--- src/rtl/machine_seq_pkg.sv ---
// rtl/machine_seq_pkg.sv - shared state encoding and defaults for the machine sequencer
package machine_seq_pkg;

   typedef enum logic [1:0] {
      ST_IDLE      = 2'd0,
      ST_RUN       = 2'd1,
      ST_HALT      = 2'd2,
      ST_STEP_WAIT = 2'd3
   } seq_state_e;

   localparam int DEF_NUM_PHASES = 8;

endpackage

--- src/rtl/machine_phase_cnt.sv ---
// rtl/machine_phase_cnt.sv - modulo-NUM_PHASES phase counter with clear/increment and last flag
module machine_phase_cnt
   import machine_seq_pkg::*;
#(
   parameter int NUM_PHASES = DEF_NUM_PHASES,
   localparam int PH_W = $clog2(NUM_PHASES)
) (
   input  logic            clk,
   input  logic            rst,
   input  logic            clr,
   input  logic            inc,
   output logic [PH_W-1:0] count,
   output logic            last
);

   localparam logic [PH_W-1:0] LAST_PH = PH_W'(NUM_PHASES - 1);

   logic [PH_W-1:0] count_q;
   logic [PH_W-1:0] count_d;

   assign last  = (count_q == LAST_PH);
   assign count = count_q;

   always_comb begin
      count_d = count_q;
      if (clr) begin
         count_d = '0;
      end else if (inc) begin
         count_d = last ? '0 : count_q + 1'b1;
      end
   end

   always_ff @(posedge clk) begin
      if (!rst) begin
         count_q <= '0;
      end else begin
         count_q <= count_d;
      end
   end

endmodule

--- src/rtl/machine_seq_ctrl.sv ---
// rtl/machine_seq_ctrl.sv - instruction phase sequencer with halt/resume and single-step
// Optional retired-instruction counter: MACHINE_SEQ_CTRL_INSTR_CNT_EN
module machine_seq_ctrl
   import machine_seq_pkg::*;
#(
   parameter int NUM_PHASES = DEF_NUM_PHASES,
   parameter int CNT_W      = 16,
   localparam int PH_W      = $clog2(NUM_PHASES)
) (
   input  logic             clk,
   input  logic             rst,
   input  logic             fetch,
   input  logic             halt,
   input  logic             resume,
   input  logic             step_mode,
   input  logic             step_req,
   output logic             ena,
   output logic [PH_W-1:0]  phase,
   output logic             phase_last,
   output logic [1:0]       state,
   output logic [CNT_W-1:0] instr_cnt
);

   seq_state_e      state_q;
   seq_state_e      state_d;
   logic            halt_pend_q;
   logic            halt_pend_d;
   logic [PH_W-1:0] ph_cnt;
   logic            ph_last;

   assign ena        = (state_q == ST_RUN);
   assign phase      = ena ? ph_cnt : '0;
   assign phase_last = ena & ph_last;
   assign state      = state_q;

   // Counter is held at zero outside RUN, so every entry into RUN starts at phase 0.
   machine_phase_cnt #(
      .NUM_PHASES (NUM_PHASES)
   ) u_phase_cnt (
      .clk   (clk),
      .rst   (rst),
      .clr   (!ena),
      .inc   (ena),
      .count (ph_cnt),
      .last  (ph_last)
   );

   always_comb begin
      state_d     = state_q;
      halt_pend_d = halt_pend_q;
      case (state_q)
         ST_IDLE: begin
            if (fetch) begin
               state_d = step_mode ? ST_STEP_WAIT : ST_RUN;
            end
         end
         ST_RUN: begin
            halt_pend_d = halt_pend_q | halt;
            if (ph_last) begin
               if (halt_pend_q || halt) begin
                  state_d     = ST_HALT;
                  halt_pend_d = 1'b0;
               end else if (step_mode) begin
                  state_d = ST_STEP_WAIT;
               end
            end
         end
         ST_HALT: begin
            halt_pend_d = 1'b0;
            if (resume) begin
               state_d = step_mode ? ST_STEP_WAIT : ST_RUN;
            end
         end
         ST_STEP_WAIT: begin
            if (step_req) begin
               state_d = ST_RUN;
            end
         end
         default: begin
            state_d     = ST_IDLE;
            halt_pend_d = 1'b0;
         end
      endcase
   end

   always_ff @(posedge clk) begin
      if (!rst) begin
         state_q     <= ST_IDLE;
         halt_pend_q <= 1'b0;
      end else begin
         state_q     <= state_d;
         halt_pend_q <= halt_pend_d;
      end
   end

`ifdef MACHINE_SEQ_CTRL_INSTR_CNT_EN
   logic [CNT_W-1:0] cnt_q;
   logic [CNT_W-1:0] cnt_d;

   always_comb begin
      cnt_d = cnt_q;
      if (phase_last) begin
         cnt_d = cnt_q + 1'b1;
      end
   end

   always_ff @(posedge clk) begin
      if (!rst) begin
         cnt_q <= '0;
      end else begin
         cnt_q <= cnt_d;
      end
   end

   assign instr_cnt = cnt_q;
`else
   assign instr_cnt = '0;
`endif

endmodule

--- config.mk ---
export PLATFORM = sky130hd
export DESIGN_NAME = machine_seq_ctrl
export DESIGN_NICKNAME = d
export VERILOG_FILES = /design/src/rtl/machine_seq_pkg.sv /design/src/rtl/machine_phase_cnt.sv /design/src/rtl/machine_seq_ctrl.sv
export SDC_FILE = /design/constraint.sdc
export NUM_CORES = 1
export LEC_CHECK = 0
export CORE_MARGIN = 2
export CORE_UTILIZATION = 35
export CTS_CLUSTER_SIZE = 28
export DETAILED_ROUTE_END_ITERATION = 8
export MAX_ROUTING_LAYER = met4
export PLACE_DENSITY = 0.76
export SYNTH_ARGS = -nofsm -noshare
export SYNTH_HDL_FRONTEND = slang
export SYNTH_SLANG_ARGS = --single-unit
--- constraint.sdc ---
create_clock -name clk -period 2.5 [get_ports clk]
set_clock_uncertainty 0.1 [all_clocks]
set_input_delay 0.25 -clock clk [delete_from_list [all_inputs] [get_ports clk]]
set_output_delay 0.25 -clock clk [all_outputs]
set_load 0.01 [all_outputs]
==> metrics.md, run 1 <==
| Metric | Value |
|---|---|
| Final worst path period share | `0.9241` |
| Starting Density | `0.3770` |
| DRT Wirelength | `~820 um` |
| Logic pwr share | `0.520` |
| Hold Path Origin | `u_phase_cnt.count[0]` |
| DRT iter0 DRCs | `5` |
| Switching portion of total power | `0.3649` |
| Largest area contributor in the netlist | `dfxtp_1` |
| Setup TNS | `0 ps` |
| Clock buffer count from CTS | `3` |
| Worst Hold End | `u_phase_cnt.count[0]` |
| Core Region | `roughly 1300 sq um` |
| Most frequent cell after synthesis | `buf_4` |
| Final Util | `0.4587` |
| Hold Crit Class | `reg2reg` |
| Mapped Cells | `55` |
| # H-tree levels | `1` |
| Flops & latches, synth | `6` |
| Flop pwr share | `0.299` |
| Layout area overhead | `21.66%` |
| DP HPWL | `660 um` |
| Peak supply drop | `362.9 uV` |
| Setup-failing EPs final | `0` |
| Postcts setup bufs | `0` |
| MaxCap Viol Count | `0` |
| Reg-to-Reg End | `state[0]` |
| CP Data Arrival Time | `2350 ps` |
| Required time of the critical path | `between 2000 and 3000 ps` |
| Post-layout min period | `2310 ps` |
| Slowest stage cell, crit path | `or4_4` |
| Hold Crit Depth | `1` |
| Drt pass-1 iters | `4` |
| Synth cell types | `20` |
| CTS tree | `built` |
| Top_reg_cell synth | `dfxtp_1` |
| Asr flop ratio synth | `0` |
| Fmax | `432.9 MHz` |
| CP Class | `reg2reg` |
| Top cells by area, synth | `dfxtp_1 24%, buf_4 24%, ha_1 15%` |
| Hold Fails Final Rpt | `0` |
| Clock transition at path regs | `50 ps` |
| Clock Power Share | `0.180` |
| Fin. max-slew vios | `0` |
| Vias | `367` |
| Synthesis Warnings | `0` |
| # rows | `13` |
| Cts repair resizes | `0` |
| Final #Nets | `85` |
| DRC | `0` |
| Static leakage | `0.3062 nW` |
| Initial antenna violation count | `0` |
| Post-Synthesis Cell Area | `between 400 and 500 sq um` |
| Status | `finished clean` |
| Pin count of the biggest net entering global routing | `10` |
| Port-buffer cells | `13` |
| Routed Antenna Nets | `0` |
| Switching power | `roughly 180 uW` |
| Crit path largest cell delay | `540 ps` |
| Hold buffer count at CTS | `0` |
| Post-synth EDFFs | `0` |
| Routed len/inst | `~9.7 um` |
| Crit path from | `state[1]` |
| RR Startpoint | `state[1]` |
| RSZ-0062 raised after global routing | `false` |
| Reg2reg path depth | `6` |
| Vias per cell | `4.318` |
| Post-Syn Area per Cell | `approximately 9.0 sq um` |
| Share of post-route cells with drive strength above 1 | `0.1714` |
| GP Congestion | `0.7293` |
| Vias in the first global route | `299` |
| Sequential area share after synthesis | `0.2418` |
| Pwr dens | `832.9 nW/um^2` |
| Internal Power | `319.7 uW` |
| Io pins | `30` |
| CP Max Fanout | `9` |
| Setup crit start kind | `flip-flop` |
| Sink Count | `6` |
| Post-synth top cells | `16 x buf_4, 6 x dfxtp_1, 6 x ha_1, 4 x and2_2` |
| Antenna cells | `0` |
| Crit path cell chain | `inv_1 -> ha_1 -> nor2b_4 -> or4_4 -> or4b_1 -> o211a_1` |
| Setup crit end kind | `flip-flop` |
| Full die area | `1736 sq um` |
| Overflow left after global routing | `0` |
| CTS root buffer | `clkbuf_4` |
| GRT Total Usage | `0.1080` |
| Die Wd | `41.67 um` |
| Longest Clk Path Bufs | `2` |
| Skew-Pair Late Insertion Delay | `240 ps` |
| Die height | `41.67 um` |
| Internal reg-to-reg setup slack | `~190 ps` |
| First-pass GRT wire length | `1.317 mm` |
| Synth top area share | `0.2418` |
==> layer usage <==
| layer | track usage | vias up | wire length (um) |
|---|---|---|---|
| met3 | 0.07391 | 4 | 102 |
| met2 | 0.1438 | 28 | 346 |
| met1 | 0.1190 | 156 | 353 |
| met5 | - | - | 0 |
| met4 | 0.05806 | 0 | 19 |
| li1 | - | 179 | - |
==> state kept, by name, indices dropped and copies added, names as in the netlist <==
signal and flops:
u_phase_cnt.count 3, state 2, halt_pend_q 1
==> logic make-up after synthesis <==
| kind of cell | after synthesis | share of synthesized area |
|---|---|---|
| fa+ha+maj | 6 | 0.1511 |
| other cells | 1 | 0.007549 |
| compound gates | 6 | 0.09067 |
| flops | 6 | 0.2418 |
| simple gates | 17 | 0.2443 |
| buf+inv | 19 | 0.2645 |
==> per-stage QoR <==
stage                     hold WS (ps)  power [mW]  area, sq um  worst slack [ps]  cells
after floorplan                  263.8      0.3363        553.0             246.3     70
after global placement           331.2      0.4015        581.8             227.4     82
after detailed placement         340.1      0.4130        581.8             214.4     82
after CTS                        346.5      0.5074        604.3             188.9     85
after global routing             366.5      0.5527        604.3             114.6     85
final                            346.3      0.5033        604.3             189.8     85
==> worst max path at each step <==
stage          endpoint  slack (ps)  cells after the start
3_5_place_dp   state[0]         210                      6
2_1_floorplan  state[0]         250                      6
4_1_cts        state[0]         190                      6
6_report       state[0]         190                      6
5_1_grt        state[0]         110                      6
3_3_place_gp   state[0]         230                      6
==> cells in the final DEF, fill, tap and decap left out <==
master and instances:
conb_1 16, clkdlybuf4s50_1 13, ha_1 6, dfxtp_1 6
and2_2 4, inv_1 3, nor2_1 3, clkbuf_4 3
and3_2 2, nand2_1 2, nor2b_1 2, nor2b_4 1
and2b_4 1, or4_4 1, a31oi_1 1, or4b_1 1
o211a_1 1, o21bai_1 1, o221a_1 1, a21oi_1 1
o21ai_0 1
==> power by group through the flow <==
stage                     Combinational, mW  Sequential [mW]  Clock, mW
after global placement                0.249            0.153          0
final                                 0.262            0.151     0.0908
after detailed placement              0.261            0.152          0
after floorplan                       0.182            0.154          0
after global routing                  0.293            0.154      0.106
after CTS                             0.262            0.151     0.0943
==> worst max-delay path, delay by kind of cell, from the launching register on <==
family          cells  cell delay (ps)
simple gates        3             1190
flops               1              400
fa+ha+maj           1              290
compound gates      1              130
buf+inv             1               90
==> layout make-up <==
class / count / area, sq um
Fill cell: 135 / 713.2
Multi-Input combinational cell: 45 / 301.5
Timing Repair Buffer: 13 / 130.1
Sequential cell: 6 / 120.1
Clock buffer: 3 / 22.52
Tap cell: 15 / 18.77
Inverter: 3 / 11.26
(Power assumes the default switching activity.)
==> run 2: changes to the inputs <==
--- a/config.mk
+++ b/config.mk
@@ -5,7 +5,7 @@
 export SDC_FILE = /design/constraint.sdc
 export NUM_CORES = 1
 export LEC_CHECK = 0
-export CORE_MARGIN = 2
+export CORE_MARGIN = 8
 export CORE_UTILIZATION = 35
 export CTS_CLUSTER_SIZE = 28
 export DETAILED_ROUTE_END_ITERATION = 8
==> run 2 against run 1 <==
Combinational power grew 3%. Highest routed layer unchanged. Non-clock buffer count grew 1. First-iteration DRC count shrank 60%. Hold slack lost 2.9 ps. Register-to-register slack gained 110 ps. Final cell count grew 1.2%.
==> metrics.md, run 2 (synthesis results as in run 1) <==
| Metric | Value |
|---|---|
| Clock buffer count from CTS | `3 (unchanged)` |
| Footprint of the multi-input gates | `301.5 sq um (unchanged)` |
| MaxCap Viol Count | `0 (unchanged)` |
| Full die area | `2880 sq um (+66%)` |
| Pwr dens | `833.8 nW/um^2 (+0.11%)` |
| Pin count of the biggest net entering global routing | `9 (-1)` |
| Hold Fails Final Rpt | `0 (unchanged)` |
| Fill count | `127 (-5.9%)` |
| DRC | `0 (unchanged)` |
| Postcts setup bufs | `0 (unchanged)` |
| Layout area overhead | `23.17%` |
| Setup TNS | `0 ps (unchanged)` |
| Internal reg-to-reg setup slack | `300 ps (+110 ps)` |
| Static leakage | `0.3113 nW (+1.7%)` |
| Final worst path period share | `0.8799 (-0.04417)` |
| DRT iter0 DRCs | `2 (-3)` |
| Vias | `364 (-0.82%)` |
| Hold buffer count at CTS | `0 (unchanged)` |
| # rows | `13 (unchanged)` |
| CP Data Arrival Time | `2240 ps (-110 ps)` |
| Setup WS pre-CTS | `266.8 ps (+52.48 ps)` |
| RSZ-0062 raised after global routing | `false` |
| Setup crit start kind | `flip-flop` |
| Longest Clk Path Bufs | `2 (unchanged)` |
| Flip-flop count of the largest register after layout | `3 (unchanged)` |
| CP Class | `reg2reg` |
| Skew-Pair Late Insertion Delay | `250 ps (about the same)` |
| Share of post-route cells with drive strength above 1 | `0.1831 (+0.01167)` |
| Sink Count | `6 (unchanged)` |
| Routed len/inst | `11.43 um (+18%)` |
| Vias per cell | `4.233 (-2.0%)` |
| Core Region | `1318 sq um (unchanged)` |
| Antenna cells | `0 (unchanged)` |
| Status | `finished clean` |
| First-pass GRT wire length | `1.400 mm (+6.3%)` |
| CTS tree | `built` |
| Final Worst Setup Slack | `300.2 ps (+110.4 ps)` |
| Routed Antenna Nets | `0 (unchanged)` |
| Drt pass-1 iters | `4 (unchanged)` |
| CTS root buffer | `clkbuf_4` |
| Non-Filler Instances | `86 (+1.2%)` |
| Setup-failing EPs final | `0 (unchanged)` |
| Fmax | `454.6 MHz (+5.0%)` |
| GRT Total Usage | `0.07041 (-0.03762)` |
| Vias in the first global route | `341 (+14%)` |
| Register area | `120.1 sq um (unchanged)` |
| CP Max Fanout | `5 (-4)` |
| Initial antenna violation count | `0 (unchanged)` |
| Die Wd | `53.67 um (+29%)` |
| DRT Wirelength | `983 um (+20%)` |
| Io pins | `30 (unchanged)` |
| Peak supply drop | `362.4 uV (-0.15%)` |
| Hold Crit Class | `reg2reg` |
| Clock transition at path regs | `50 ps (about the same)` |
| Most frequent cells in the layout | `16 x conb_1, 13 x clkdlybuf4s50_1, 6 x ha_1, 6 x dfxtp_1, 4 x and2_2` |
| Fin. max-slew vios | `0 (unchanged)` |
| Setup crit end kind | `flip-flop` |
| # H-tree levels | `1 (unchanged)` |
| Overflow left after global routing | `0 (unchanged)` |
| Starting Density | `0.3770 (unchanged)` |
| GP Congestion | `0.7346 (+0.73%)` |
| Cts repair resizes | `0 (unchanged)` |
| Most common library cell in the layout ignoring fill and taps | `conb_1` |
| Final #Nets | `86 (+1.2%)` |
| Required time of the critical path | `2540 ps (about the same)` |
| Post-layout min period | `2200 ps (-110.4 ps)` |
| DP HPWL | `806.7 um (+22%)` |
| Die height | `53.67 um (+29%)` |
| Port-buffer cells | `13 (unchanged)` |
| Placed Cells | `83 (+1.2%)` |
## run 2: cell types whose count changed in the layout (fill, tap and decap cells not counted), sizes merged
cell / delta
buf: +1
## run 2: where the power goes
group	leakage (nW)	total, mW	internal [mW]	switching, mW
combinational	0.248	0.269	0.148	0.121
clock	0.0138	0.0905	0.0544	0.0361
sequential	0.0492	0.150	0.124	0.0265
## run 2: cell type report
| class | count | area share |
|---|---|---|
| timing repair buffer | 14 | 0.2249 |
| inverter | 3 | 0.01840 |
| sequential | 6 | 0.1963 |
| multi-input combinational | 45 | 0.4928 |
| tap | 15 | 0.03067 |
| clock buffer | 3 | 0.03681 |
## run 2: critical path: stages, from the launching register on
cell and delay [ps]:
dfxtp_1 390, inv_1 80, ha_1 210, and2b_4 160
or4_4 520, or4b_1 490, o211a_1 140
## run 2: through the flow
| step | power, mW | area [sq um] | hold WS [ps] | util |
|---|---|---|---|---|
| floorplan | 0.3363 | 553.0 | 263.8 | - |
| detailed placement | 0.4227 | 589.3 | 341.7 | 0.4473 |
| CTS | 0.5157 | 611.8 | 351.9 | 0.4644 |
| global placement | 0.4163 | 589.3 | 330.8 | 0.4473 |
| global route | 0.5501 | 611.8 | 377.9 | 0.4644 |
| finish | 0.5101 | 611.8 | 343.4 | 0.4644 |
## run 2: per-layer routing
layer / wire (um) / GRT usage / vias up
met1: 391 / 0.07165 / 157
met4: 35 / 0.06303 / 0
met5: 0 / - / -
met3: 111 / 0.02755 / 5
li1: - / - / 183
met2: 445 / 0.1023 / 19
## run 2: path summary, 6_finish.rpt
| kind | from | endpoint | depth (start not counted) |
|---|---|---|---|
| min | u_phase_cnt.count[0] | u_phase_cnt.count[0] | 1 |
| max reg2reg | state[0] | state[0] | 6 |
| min reg2reg | u_phase_cnt.count[0] | u_phase_cnt.count[0] | 1 |
| max | state[0] | state[0] | 6 |
==> run 3: changes to the inputs <==
--- a/config.mk
+++ b/config.mk
@@ -5,12 +5,14 @@
 export SDC_FILE = /design/constraint.sdc
 export NUM_CORES = 1
 export LEC_CHECK = 0
+export ABC_AREA = 1
 export CORE_MARGIN = 8
-export CORE_UTILIZATION = 35
+export CORE_UTILIZATION = 37
 export CTS_CLUSTER_SIZE = 28
 export DETAILED_ROUTE_END_ITERATION = 8
+export HOLD_SLACK_MARGIN = 0.12
 export MAX_ROUTING_LAYER = met4
-export PLACE_DENSITY = 0.76
+export PLACE_DENSITY = 0.77
 export SYNTH_ARGS = -nofsm -noshare
 export SYNTH_HDL_FRONTEND = slang
 export SYNTH_SLANG_ARGS = --single-unit
==> run 3 against run 2 <==
Non-clock buffer count is 1 lower. Hold slack better by 2.8 ps. Clock power is 0.6% higher.
==> metrics.md, run 3 <==
| Metric | Value |
|---|---|
| Status | `finished clean` |
| GRT Total Usage | `0.07306 (+0.002647)` |
| Placed Cells | `101 (+22%)` |
| Layout area overhead | `17.57%` |
| Pin count of the biggest net entering global routing | `11 (+2)` |
| Post-Syn Area per Cell | `7.507 sq um (-17%)` |
| Longest Clk Path Bufs | `2 (unchanged)` |
| Core Region | `1454 sq um (+10%)` |
| Internal Power | `333.6 uW (+2.2%)` |
| DRT Wirelength | `1.072 mm (+9.1%)` |
| Final Worst Setup Slack | `392.5 ps (+92.32 ps)` |
| Required time of the critical path | `2150 ps (-390 ps)` |
| Hold Fails Final Rpt | `0 (unchanged)` |
| CTS tree | `built` |
| Synthesis Warnings | `0 (unchanged)` |
| Drt pass-1 iters | `4 (unchanged)` |
| Asr flop ratio synth | `0 (unchanged)` |
| Vias in the first global route | `398 (+17%)` |
| First-pass GRT wire length | `1.545 mm (+10%)` |
| Final worst path period share | `0.8430 (-0.03693)` |
| Most frequent cell after synthesis | `buf_4` |
| Flip-flop count of the largest register after layout | `3 (unchanged)` |
| Switching portion of total power | `0.4235 (+0.06338)` |
| Die height | `54.75 um (+2.0%)` |
| Cts repair resizes | `0 (unchanged)` |
| # H-tree levels | `1 (unchanged)` |
| Post-Synthesis Cell Area | `555.5 sq um (+12%)` |
| Synth cell types | `17 (-15%)` |
| Setup-failing EPs final | `0 (unchanged)` |
| DRT iter0 DRCs | `7 (+5)` |
| Fin. max-slew vios | `0 (unchanged)` |
| Pwr dens | `885.9 nW/um^2 (+6.2%)` |
| Vias | `426 (+17%)` |
| CP Max Fanout | `10 (+5)` |
| Sink Count | `6 (unchanged)` |
| Clock buffer count from CTS | `3 (unchanged)` |
| RSZ-0062 raised after global routing | `false` |
| Io pins | `30 (unchanged)` |
| Switching power | `245.0 uW (+33%)` |
| Sequential area share after synthesis | `0.2162 (-0.02560)` |
| CTS root buffer | `clkbuf_4` |
| Final #Nets | `103 (+20%)` |
| Static leakage | `0.3608 nW (+16%)` |
| GP Congestion | `0.8165 (+11%)` |
| Setup crit end kind | `primary output` |
| Most frequent cells in the layout | `16 x conb_1, 13 x clkdlybuf4s50_1, 12 x inv_1` |
| Top cells by area, synth | `dfxtp_1 22%, buf_4 22%, ha_1 14%` |
| MaxCap Viol Count | `0 (unchanged)` |
| Flop pwr share | `0.262 (-0.033)` |
| Synth top area share | `0.2162 (-0.02560)` |
| Hold Crit Class | `reg2reg` |
| Fmax | `474.5 MHz (+4.4%)` |
| Tot Pwr | `578.6 uW (+13%)` |
| Die Wd | `54.75 um (+2.0%)` |
| CP Class | `reg2out` |
| Final Util | `0.4492 (-0.01516)` |
| Starting Density | `0.3821 (+0.005082)` |
| Postcts setup bufs | `0 (unchanged)` |
| Clock transition at path regs | `50 ps (about the same)` |
| Post-layout min period | `2107 ps (-92.32 ps)` |
| Vias per cell | `4.096 (-3.2%)` |
| Logic pwr share | `0.580 (+0.052)` |
| Post-synth top cells | `16 x buf_4, 12 x inv_1, 11 x nand2_1, 7 x nor2_1` |
| Routed len/inst | `10.31 um (-9.8%)` |
| Initial antenna violation count | `0 (unchanged)` |
| Antenna cells | `0 (unchanged)` |
| Most common library cell in the layout ignoring fill and taps | `conb_1` |
| Top_reg_cell synth | `dfxtp_1` |
| Non-Filler Instances | `104 (+21%)` |
| # rows | `14 (+1)` |
| Flops & latches, synth | `6 (unchanged)` |
| DP HPWL | `942.7 um (+17%)` |
| CP Data Arrival Time | `1760 ps (-480 ps)` |
| Mapped Cells | `74 (+35%)` |
| Routed Antenna Nets | `0 (unchanged)` |
| Setup crit start kind | `flip-flop` |
| Clock Power Share | `0.157 (-0.020)` |
| Peak supply drop | `325.9 uV (-10%)` |
| Skew-Pair Late Insertion Delay | `240 ps (about the same)` |
| Overflow left after global routing | `0 (unchanged)` |
| DRC | `0 (unchanged)` |
| Hold buffer count at CTS | `0 (unchanged)` |
| Full die area | `2998 sq um (+4.1%)` |
| Largest area contributor in the netlist | `dfxtp_1` |
| Setup WS pre-CTS | `641.9 ps (+375.1 ps)` |
| Post-synth EDFFs | `0 (unchanged)` |
| Share of post-route cells with drive strength above 1 | `0.1023 (-0.08083)` |
| Setup TNS | `0 ps (unchanged)` |
| Port-buffer cells | `13 (unchanged)` |
## run 3: final timing paths
check	slack (ps)	to	cells past startpoint	startpoint
max reg2reg	1030	state[0]	8	state[1]
min reg2reg	350	u_phase_cnt.count[0]	1	u_phase_cnt.count[0]
min	350	u_phase_cnt.count[0]	1	u_phase_cnt.count[0]
max	390	phase[0]	4	state[0]
## run 3: power groups by stage
stage | combinational, mW | sequential [mW] | clock, mW
after floorplan | 0.270 | 0.159 | 0
after global placement | 0.335 | 0.154 | 0
after detailed placement | 0.342 | 0.155 | 0
after CTS | 0.344 | 0.153 | 0.0961
after global routing | 0.379 | 0.157 | 0.102
final | 0.336 | 0.152 | 0.0910
## run 3: layer usage
layer,global-route usage,share of wire,up-vias
li1,-,-,219
met1,0.07373,0.41,181
met2,0.1170,0.43,24
met3,0.01630,0.14,2
met4,0.06148,0.021,0
met5,-,0,-
## run 3: area by class of cell
class	count	area [sq um]
Fill cell	161	800.8
Multi-Input combinational cell	53	311.5
Timing Repair Buffer	13	130.1
Sequential cell	6	120.1
Inverter	13	48.80
Clock buffer	3	22.52
Tap cell	16	20.02
## run 3: worst max-delay path, stage by stage, from the launching register on
cell and delay, ps:
dfxtp_1 400, ha_1 410, nand2_1 100, inv_1 60, clkdlybuf4s50_1 530
## run 3: through the flow
stage | cell area, sq um | hold WS (ps)
5_1_grt | 653.1 | 369.5
6_report | 653.1 | 346.2
4_1_cts | 653.1 | 353.2
3_3_place_gp | 630.6 | 341.5
2_1_floorplan | 611.8 | 270.7
3_5_place_dp | 630.6 | 342.3
## run 3: cells by family after synthesis
family / share of synthesized area
fa+ha+maj: 0.1351
simple gates: 0.2658
compound gates: 0.05179
other cells: 0.006750
flops: 0.2162
buf+inv: 0.3243
==> RTL change: new RTL, settings of run 2 <==
Build with the macro `MACHINE_SEQ_CTRL_INSTR_CNT_EN` defined.
--- a/src/rtl/machine_seq_ctrl.sv
+++ b/src/rtl/machine_seq_ctrl.sv
@@ -2,2 +2,4 @@
 // Optional retired-instruction counter: MACHINE_SEQ_CTRL_INSTR_CNT_EN
+`define MACHINE_SEQ_CTRL_INSTR_CNT_EN
+
 module machine_seq_ctrl
Check against the original RTL: not equivalent (a bounded check fails within 10 cycles, from zero or initial values and one cycle with rst low).
==> RTL change against run 2 <==
  * Worst setup slack worse by 0.083 ns
  * Sequential cell count grew 16
  * Critical path type is now reg2out
  * Synthesized area rose by 120%
  * Total power increased by 92%
  * Routed wire length increased to 2.6 times the old value
  * Via count increased to 2.6 times the old value
  * Design area increased by 140%
  * Global-route usage up 3.4 points
  * Clock power grew to 3.0 times the old value
  * Register-to-register slack better by 0.09 ns
  * Combinational power grew 13%
==> RTL change: results (changes against run 2) <==
* Largest register FFs at 16 (+13)
* Reg clk slew, reported paths at 0.12 ns (+0.07 ns)
* Synth Area in Compound Gates at 0.09674 (+0.006058)
* Min cycle time layout at 2.283 ns (+0.08307 ns)
* Worst EP arrival at 1.93 ns (-0.31 ns)
* Largest cells by area after synthesis: dfxtp_1, ha_1, xnor2_1
* Met2 WL post-DR at 1.341 mm (+200%)
* Non-Filler Instances at 197 (+130%)
* Mean routed wirelength per cell at 13.08 µm (+14%)
* Leak at 0.5380 nW (+73%)
* Flop-to-flop setup slack at 0.39 ns (+0.09 ns)
* DR iter-0 viols at 31 (+29)
* Most instantiated cells after synthesis: dfxtp_1, nor2_1, nand2_1
* First-pass GRT wire length at 4.250 mm (+200%)
* Synth Area in Adders at 0.07874 (-0.07239)
* Pin count of the biggest net entering global routing at 18 (+9)
* CP Max Fanout at 12 (+7)
* Placed Area at 0.001443 mm² (+140%)
* Clock latency at the later pin of the worst-skew pair at 0.30 ns (+0.05 ns)
* Nets at 168 (+95%)
* Placed cells at 193 (+130%)
* Register area share after synthesis at 0.3960 (+0.1541)
* Global routing usage on met1 at 0.09777 (+0.02612)
* RD Place Congestion at 0.8484 (+15%)
* Worst hold slack at 0.3728 ns (+0.02943 ns)
* Met3 Resource Use GR at 0.02342 (-0.004132)
* Internal power at 690.0 µW (+110%)
* Library cells used by synthesis at 38 (+90%)
* Via/cell ratio at 4.888 (+15%)
* Ratio of cells with drive above 1 in the final layout at 0.09804 (-0.08506)
* Peak supply drop at 0.3073 mV (-15%)
* HPWL after DPL at 2.075 mm (+160%)
* Port Buffers at 29 (+16)
* Worst slack at placement at 0.4325 ns (+0.1657 ns)
* Filler cell count at 281 (+120%)
* Status: finished, final reports clean
[RTL change: changes by cell type after synthesis, moves of 4 or more]
cell	delta
a21oi_1	+6
buf_4	-15
xor2_1	+4
dfxtp_1	+16
nand2_1	+6
nor2_1	+13
xnor2_1	+7
nand4_1	+5
[RTL change: critical path: stages, from the launching register on]
cell	delay [ns]
dfxtp_1	0.37
inv_1	0.10
ha_1	0.35
and2_2	0.27
clkdlybuf4s50_1	0.55
[RTL change: cell type report]
class                      count  area, µm²  area share
clock inverter                 1      30.03     0.02008
sequential                    22      440.4      0.2946
timing repair buffer          29      290.3      0.1941
inverter                       7      26.28     0.01757
multi-input combinational     91      630.6      0.4218
tap                           44      55.05     0.03682
clock buffer                   3      22.52     0.01506
[RTL change: final timing paths]
| path | from | end | cells past startpoint |
|---|---|---|---|
| max | state[1] | phase_last | 4 |
| min | u_phase_cnt.count[0] | u_phase_cnt.count[0] | 1 |
| max reg2reg | state[1] | state[0] | 6 |
| min reg2reg | u_phase_cnt.count[0] | u_phase_cnt.count[0] | 1 |
[RTL change: power groups by stage]
stage	clock (mW)	combinational, mW	sequential [mW]
3_5_place_dp	0	0.302	0.416
4_1_cts	0.274	0.305	0.408
3_3_place_gp	0	0.294	0.411
6_report	0.268	0.303	0.408
2_1_floorplan	0	0.201	0.418
5_1_grt	0.283	0.331	0.413
[RTL change: cell families (layout without fill, tap and decap cells)]
| logic type | Yosys count | after routing |
|---|---|---|
| AO/OA/AOI/OAI | 14 | 14 |
| XOR/XNOR | 11 | 11 |
| adder cells (fa/ha/maj) | 7 | 7 |
| buffers and inverters | 10 | 40 |
| flip-flops | 22 | 22 |
| multiplexers | 2 | 2 |
| AND/OR/NAND/NOR | 57 | 57 |
